--- config.mk ---
export PLATFORM = sky130hd
export DESIGN_NAME = spi_transaction_fsm
export DESIGN_NICKNAME = d
export VERILOG_FILES = /design/src/rtl/spi_pkg.sv /design/src/rtl/spi_bit_counter.sv /design/src/rtl/spi_transaction_fsm.sv
export SDC_FILE = /design/constraint.sdc
export NUM_CORES = 1
export LEC_CHECK = 0
export BUFFER_PORTS_ARGS = -buffer_cell sky130_fd_sc_hd__buf_2
export CAP_MARGIN = 20
export CORE_AREA = 2 2 39 41
export CTS_CLUSTER_SIZE = 28
export DETAILED_ROUTE_END_ITERATION = 10
export DIE_AREA = 0 0 41 43
export GPL_TIMING_DRIVEN = 1
export PLACE_DENSITY = 0.56
export SKIP_LAST_GASP = 1
export SLEW_MARGIN = 25
export SYNTH_ARGS = -nofsm -noshare
export SYNTH_HDL_FRONTEND = slang
export SYNTH_SLANG_ARGS = --single-unit
--- constraint.sdc ---
create_clock -name clk -period 2.5 [get_ports clk]
set_input_delay 0.25 -clock clk [delete_from_list [all_inputs] [get_ports clk]]
set_output_delay 0.25 -clock clk [all_outputs]
set_load 0.01 [all_outputs]
--- src/rtl/spi_pkg.sv ---
// rtl/spi_pkg.sv - shared types and constants for the SPI transaction controller
//
// Purpose: state encoding, read/write bit polarity and default frame width
// shared by spi_transaction_fsm and spi_bit_counter.
// Ports: none (package).

package spi_pkg;

  // Bits per frame phase (address+R/W byte, data byte).
  localparam int SPI_WIDTH_DEFAULT = 8;

  // Value of the R/W bit (shift register bit 0 after the address byte) for a read.
  localparam logic SPI_RW_READ = 1'b1;

  typedef enum logic [2:0] {
    ST_IDLE        = 3'd0,
    ST_GET_ADDR    = 3'd1,
    ST_DECODE      = 3'd2,
    ST_READ_LOAD   = 3'd3,
    ST_READ_SHIFT  = 3'd4,
    ST_WRITE_GET   = 3'd5,
    ST_WRITE_STORE = 3'd6,
    ST_DONE        = 3'd7
  } spi_state_e;

endpackage

--- src/rtl/spi_bit_counter.sv ---
// rtl/spi_bit_counter.sv - SCLK edge counter for one frame phase
//
// Purpose: counts qualified SCLK edges within a state; cleared whenever the
// controller enters a new state.
// Ports:
//   clk_i   in   FPGA clock, rising edge
//   reset_i in   synchronous active-high reset
//   clr_i   in   clear count to 0 (state entry)
//   en_i    in   count one edge this cycle
//   done_o  out  this enabled edge brings the count to width

module spi_bit_counter
  import spi_pkg::*;
#(
  parameter int width = SPI_WIDTH_DEFAULT,
  parameter int CNTW  = $clog2(width + 1)
) (
  input  logic clk_i,
  input  logic reset_i,
  input  logic clr_i,
  input  logic en_i,
  output logic done_o
);

  logic [CNTW-1:0] cnt_q;
  logic [CNTW-1:0] cnt_d;

  always_comb begin
    cnt_d = cnt_q;
    if (clr_i) begin
      cnt_d = '0;
    end else if (en_i) begin
      cnt_d = cnt_q + CNTW'(1);
    end
  end

  // done looks at the count the edge is about to produce, so the FSM can leave
  // the counting state on the same clock that registers the width-th edge.
  // It deliberately ignores clr_i: clr_i is derived from the FSM's next state,
  // which itself depends on done_o.
  assign done_o = en_i && (cnt_q == CNTW'(width - 1));

  always_ff @(posedge clk_i) begin
    if (reset_i) begin
      cnt_q <= '0;
    end else begin
      cnt_q <= cnt_d;
    end
  end

endmodule

--- src/rtl/spi_transaction_fsm.sv ---
// rtl/spi_transaction_fsm.sv - control FSM sequencing one SPI memory transaction
//
// Purpose: counts conditioned SCLK edges, decodes the R/W bit after the address
// byte, and drives the shift register parallel load, address latch and data
// memory write enables and the MISO buffer enable. All outputs are Moore
// decodes of the registered state.
// Optional feature macro: SPI_FSM_FRAME_ERR_EN adds frameErr, a one-cycle
// pulse when csN rises while a frame is in progress (not IDLE/DONE).
// Ports:
//   clk       in   FPGA clock, rising edge
//   reset     in   synchronous active-high reset
//   csN       in   conditioned chip select, active low
//   sclkRise  in   one-cycle pulse, SCLK rising edge
//   sclkFall  in   one-cycle pulse, SCLK falling edge
//   rwBit     in   shift register bit 0 after address byte (1 = read)
//   srLoad    out  shift register parallel load
//   addrWE    out  address latch write enable
//   dmWE      out  data memory write enable
//   misoBufe  out  MISO output buffer enable
//   frameErr  out  aborted-frame pulse (only with SPI_FSM_FRAME_ERR_EN)

module spi_transaction_fsm
  import spi_pkg::*;
#(
  parameter int width = SPI_WIDTH_DEFAULT,
  parameter int CNTW  = $clog2(width + 1)
) (
  input  logic clk,
  input  logic reset,
  input  logic csN,
  input  logic sclkRise,
  input  logic sclkFall,
  input  logic rwBit,
  output logic srLoad,
  output logic addrWE,
  output logic dmWE,
  output logic misoBufe
`ifdef SPI_FSM_FRAME_ERR_EN
  ,
  output logic frameErr
`endif
);

  spi_state_e state_q;
  spi_state_e state_d;
  logic       cnt_en;
  logic       cnt_clr;
  logic       cnt_done;

  // Every state change restarts the bit count from zero.
  assign cnt_clr = (state_d != state_q);

  spi_bit_counter #(
    .width(width),
    .CNTW (CNTW)
  ) u_bit_counter (
    .clk_i  (clk),
    .reset_i(reset),
    .clr_i  (cnt_clr),
    .en_i   (cnt_en),
    .done_o (cnt_done)
  );

  always_comb begin
    state_d  = state_q;
    cnt_en   = 1'b0;
    srLoad   = 1'b0;
    addrWE   = 1'b0;
    dmWE     = 1'b0;
    misoBufe = 1'b0;

    // Only the edge relevant to the state is counted; a simultaneous opposite
    // edge is dropped. Chip-select release suppresses counting entirely.
    unique case (state_q)
      ST_GET_ADDR,
      ST_WRITE_GET:  cnt_en = sclkRise && !csN;
      ST_READ_SHIFT: cnt_en = sclkFall && !csN;
      default:       cnt_en = 1'b0;
    endcase

    unique case (state_q)
      ST_DECODE:     addrWE   = 1'b1;
      ST_READ_LOAD: begin
        srLoad   = 1'b1;
        misoBufe = 1'b1;
      end
      ST_READ_SHIFT: misoBufe = 1'b1;
      ST_WRITE_STORE: dmWE    = 1'b1;
      default: ;
    endcase

    if (csN) begin
      // Deselect aborts from anywhere; a partial write never reaches WRITE_STORE.
      state_d = ST_IDLE;
    end else begin
      unique case (state_q)
        ST_IDLE:        state_d = ST_GET_ADDR;
        ST_GET_ADDR:    if (cnt_done) state_d = ST_DECODE;
        ST_DECODE:      state_d = (rwBit == SPI_RW_READ) ? ST_READ_LOAD : ST_WRITE_GET;
        ST_READ_LOAD:   state_d = ST_READ_SHIFT;
        ST_READ_SHIFT:  if (cnt_done) state_d = ST_DONE;
        ST_WRITE_GET:   if (cnt_done) state_d = ST_WRITE_STORE;
        ST_WRITE_STORE: state_d = ST_DONE;
        ST_DONE:        state_d = ST_DONE;
        default:        state_d = ST_IDLE;
      endcase
    end
  end

  always_ff @(posedge clk) begin
    if (reset) begin
      state_q <= ST_IDLE;
    end else begin
      state_q <= state_d;
    end
  end

`ifdef SPI_FSM_FRAME_ERR_EN
  logic frame_err_q;
  logic frame_err_d;

  // Registered so it lines up with the cycle the FSM shows IDLE after the abort;
  // the state is IDLE from then on, so the pulse cannot stretch.
  always_comb begin
    frame_err_d = csN && (state_q != ST_IDLE) && (state_q != ST_DONE);
  end

  always_ff @(posedge clk) begin
    if (reset) begin
      frame_err_q <= 1'b0;
    end else begin
      frame_err_q <= frame_err_d;
    end
  end

  assign frameErr = frame_err_q;
`endif

endmodule
# Word level (Yosys, flattened, before mapping)
# Index checks and enable logic that the tools add are counted.
[classes]
n_mux = 11
shift = 0
eq_ne = 9
magnitude_cmp = 0
n_mul = 0
bitwise = 0
addsub = 1
reduce_logical = 9
n_div = 0
[op_table]
columns = ["cell", "count"]
rows = [
  ["$pmux W3 S7", 1],
  ["$mux W3", 5],
  ["$eq A3 B3 Y1 const B", 4],
  ["$reduce_or A2 Y1", 4],
  ["$eq A3 B2 Y1 const B", 2],
  ["$add A4 B1 Y4 const B", 1],
  ["$eq A4 B3 Y1 const B", 1],
  ["$mux W1", 4],
  ["$eq A3 B1 Y1 const B", 1],
  ["$logic_and A1 B1 Y1", 3],
  ["$logic_not A3 Y1", 1],
  ["$ne A3 B3 Y1", 1],
  ["$pmux W1 S2", 1],
  ["$logic_not A1 Y1", 1],
]
[totals]
n_memories = 0
mem_bits_ro = 0
register_bits = 7
latchBits = 0
mem_bits_rw = 0
in_bits = 6

# Depth between registers and ports, before layout
[logic_depth]
depth_word = 9
depth_mapped = 6
depth_no_buf = 5

# By module
# A second synthesis with hierarchy kept.
[hier_totals]
hier_cells = 51
area_unflattened_um2 = 473.0
[modules_own_cells]
columns = ["mod", "cells_each", "seq_area_each_um2", "instances", "area_each_um2"]
rows = [
  ["spi_transaction_fsm", 33, 60.1, 1, 250.2],
  ["spi_bit_counter", 18, 80.1, 1, 222.7],
]

# Least setup slack after synthesis
# OpenSTA, ideal clock, no wires.
[synth_timing]
path_type = "reg2reg"
from = "register u_bit_counter.cnt_q[0]"
to = "register state_q[0]"
synth_period_minus_slack_ps = 1417
required_time_ps = 2397
arrival_time_ps = 1314
path_stages_with_launch = 7
setup_slack_ps = 1083
setup_ps = 103
n_path_buf = 1
cell_sequence = "dfxtp_1 -> ha_1 -> and3b_1 -> buf_4 -> a31oi_1 -> a21o_1 -> a2111oi_2"
[synth_via]
elab_chain_cells = 5
word_cells_on_any_way = 7
cone_classes = "eq/ne (1); mux (5); reduce/logical (1)"
[synth_rtl]
columns = ["item", "line", "source"]
rows = [
  ["from (decl)", "spi_bit_counter.sv:25", "logic [CNTW-1:0] cnt_q;"],
  ["from (signal assigned)", "spi_bit_counter.sv:47", "cnt_q <= cnt_d;"],
  ["$eq A4 B3 Y1 *", "spi_bit_counter.sv:41", "assign done_o = en_i && (cnt_q == CNTW'(width - 1));"],
  ["$logic_and A1 B1 Y1 *", "spi_bit_counter.sv:41", ""],
  ["$mux W3, on equally long branches", "spi_transaction_fsm.sv:102, spi_transaction_fsm.sv:98, spi_transaction_fsm.sv:101", ""],
  ["$pmux W3 S7 *", "spi_transaction_fsm.sv:96", "unique case (state_q)"],
  ["$mux W3 *", "spi_transaction_fsm.sv:92", "if (csN) begin"],
  ["to (signal assigned)", "spi_transaction_fsm.sv:114", "state_q <= state_d;"],
  ["to (decl)", "spi_transaction_fsm.sv:44", "spi_state_e state_q;"],
]
# Mark *: on every way between the ends. The rest lies on a longest branch, timed or not.
# A chain may end at the register's enable or synchronous reset.

# Final worst setup path
[layout_timing]
from = "register state_q[1]"
to = "output port addrWE"
[layout_via]
elab_chain_cells = 2
[layout_rtl]
columns = ["item", "line", "source"]
rows = [
  ["$eq A3 B2 Y1", "spi_transaction_fsm.sv:81", "unique case (state_q)"],
  ["$mux W1", "spi_transaction_fsm.sv:81", ""],
  ["to (decl)", "spi_transaction_fsm.sv:35", "output logic addrWE,"],
]
# Every way passes these cells.

==> flow_summary.yaml <==
cts:
  post-cts-setup-buffers: 0
  cts_made_buffers: 3
  clkLatencyLatePin_ns: 0.26
  cts.clk_slew.worst_paths_ns: 0.06
  cts_tree: "yes"
  root_buffer: "clkbuf_4"
  clock-sinks: 7
  ctsResizeCount: 0
  hold_buffers: 0
  htreeDepth: 1
  clk_path_buf_depth: 2
cells_and_area:
  drive_gt1_frac: 0.2813
  nNetsFinal: 72
  multi_input_area_sq_um: 319.1
  areaGrowthSynthToFinish_pct: 11.19
  regArea_sq_um: 140.1
  fin_area_sq_um: 559.3
  n_antenna_cell: 0
  fillers: 146
synth:
  netlist_top_cells_area: "dfxtp_1 28%, a2111oi_4 11%, nor2_1 7.5%"
  synth_seq_cells: 7
  syn_inst: 56
  synth_warnings: 0
  synth_ff_type: "dfxtp_1"
  synthArstFlopShare: 0
  synth_fp_nets: 63
  syn_avg_cell_area_sq_um: 8.982
  synth_edf_count: 0
  synth_top_area_frac: 0.2786
  netlist_area_sq_um: 503.0
  yosysTopAreaCell: "dfxtp_1"
  synth_seq_area_share: 0.2786
  synth_cell_types: 26
  synthTopCellsByCount: "10 x nor2_1, 7 x dfxtp_1, 5 x nand2_1"
  synth_most_common_cell: "nor2_1"
placed_design:
  placed_area_sq_um: 531.8
  hpwl_um: 684.3
  pre_cts_ws_ns: 0.9117
  gp_congestion: 0.7185
  numPortBuffers: 9
global_routing:
  grt_start_max_net_pins: 11
  grt-ovfl-total: 0
  grt_pass1_vias: 348
  grt_pass1_wl_um: 1462
  grt_use_total: 0.1227
  antenna_found_initial: 0
sta:
  setup_slack_ns: 0.9041
  hold_violations: 0
  slew_viol_final: 0
  relSlewSlack: 0.7107
  finalSetupTns_ns: 0
  fmax_ghz: 0.6266
  holdWs_ns: 0.2149
  final.period_utilization: 0.6384
  clock_skew_ns: 0.01027
  setup_violations: 0
  min_period_ns: 1.596
  rsz0062_at_grt: "no"
  worst_pin_slew_ns: 0.4334
routing:
  routedWlPerCell_um: 10.89
  routed_wirelength_um: 871
  drc: 0
  ant_nets: 0
  dr.pass1.iters: 2
  vias: 390
  drtIter0Drc: 3
  via_per_inst: 4.875
worst_setup_path:
  required_ns: 2.25
  arrival_ns: 1.35
  critPathMaxFanout: 10
  end_kind: "primary output"
  crit_type: "reg2out"
  critPathLaunchType: "register"
die:
  rows: 14
  die_h_um: 43
  initial_core_util: 0.3635
  ios: 10
  dieArea_sq_um: 1763
  core_area_sq_um: 1384
  die_width_um: 41
hold_path:
  hold_path_class: "in2reg"
outcome:
  outcome: "completed"
power_and_ir_drop:
  ir_drop_mv: 0.2121
  power.density_nw_per_um2: 424.4
  p_total_uw: 237.3
  leakage_uw: 0.0002217
flow_run:
  cap_violations: 0
## path summary, 6_finish.rpt
| kind | from | cells past startpoint | end | slack, ns |
|---|---|---|---|---|
| worst max-delay path | state_q[1] | 3 | addrWE | 0.90 |
| worst min register to register | u_bit_counter.cnt_q[3] | 2 | u_bit_counter.cnt_q[3] | 0.53 |
| worst min-delay path | reset | 2 | state_q[2] | 0.21 |
| worst max register to register | u_bit_counter.cnt_q[0] | 5 | state_q[0] | 0.93 |
## layout by cell type, fill, tap and decap left out, types with 3 or more instances in the layout
master,synthesis,routed
nor2_1,10,10
buf_2,2,9
dfxtp_1,7,7
nand2_1,5,5
nand2b_1,3,3
mux2i_1,3,3
clkbuf_4,0,3
## flip-flops by register name, indices dropped and copies added, names as in the netlist
signal / flops
u_bit_counter.cnt_q: 4
state_q: 3
## critical path, stage by stage (launching register included)
cell     delay (ns)
dfxtp_1        0.58
inv_1          0.16
nor3_1         0.20
buf_2          0.15
## layout make-up
cell class              instances  area share
well taps                      16     0.03579
repair buffers                  9     0.08054
inverters                       2     0.01342
flip-flops and latches          7      0.2506
multi-input cells              42      0.5705
clock inverters                 1    0.008949
clock buffers                   3     0.04027
## power by group
| part | switching [uW] | internal, uW | leakage [uW] |
|---|---|---|---|
| logic | 10.8 | 8.54 | 0.000147 |
| clock network | 44.7 | 58.6 | 0.0000177 |
| registers | 2.03 | 113 | 0.0000567 |
| total | 57.5 | 180 | 0.000222 |
## per-layer routing
| metal | vias up | wire (um) | global-route usage |
|---|---|---|---|
| met5 | - | 0 | 0 |
| met4 | 0 | 14 | 0.1000 |
| met3 | 2 | 36 | 0.01571 |
| met2 | 7 | 398 | 0.1594 |
| met1 | 169 | 422 | 0.1715 |
| li1 | 212 | - | - |
## kinds of logic (layout without fill, tap and decap cells)
kind of cell	count (synthesis)	after routing	share of synthesized area
AOI/OAI and AO/OA	12	12	0.2662
xor gates and xnor gates	1	1	0.01742
adders and majority gates	1	1	0.02487
buffers and inverters	7	15	0.08706
DFF	7	7	0.2786
muxes	3	3	0.05970
and+or+nand+nor	25	25	0.2662
## per-stage QoR
| step | utilization | cells |
|---|---|---|
| after floorplan | - | 56 |
| after global placement | 0.3843 | 76 |
| after detailed placement | 0.3843 | 76 |
| after CTS | 0.4042 | 80 |
| after global routing | 0.4042 | 80 |
| final | 0.4042 | 80 |
No activity file was read; power rests on OpenSTA's default activity.
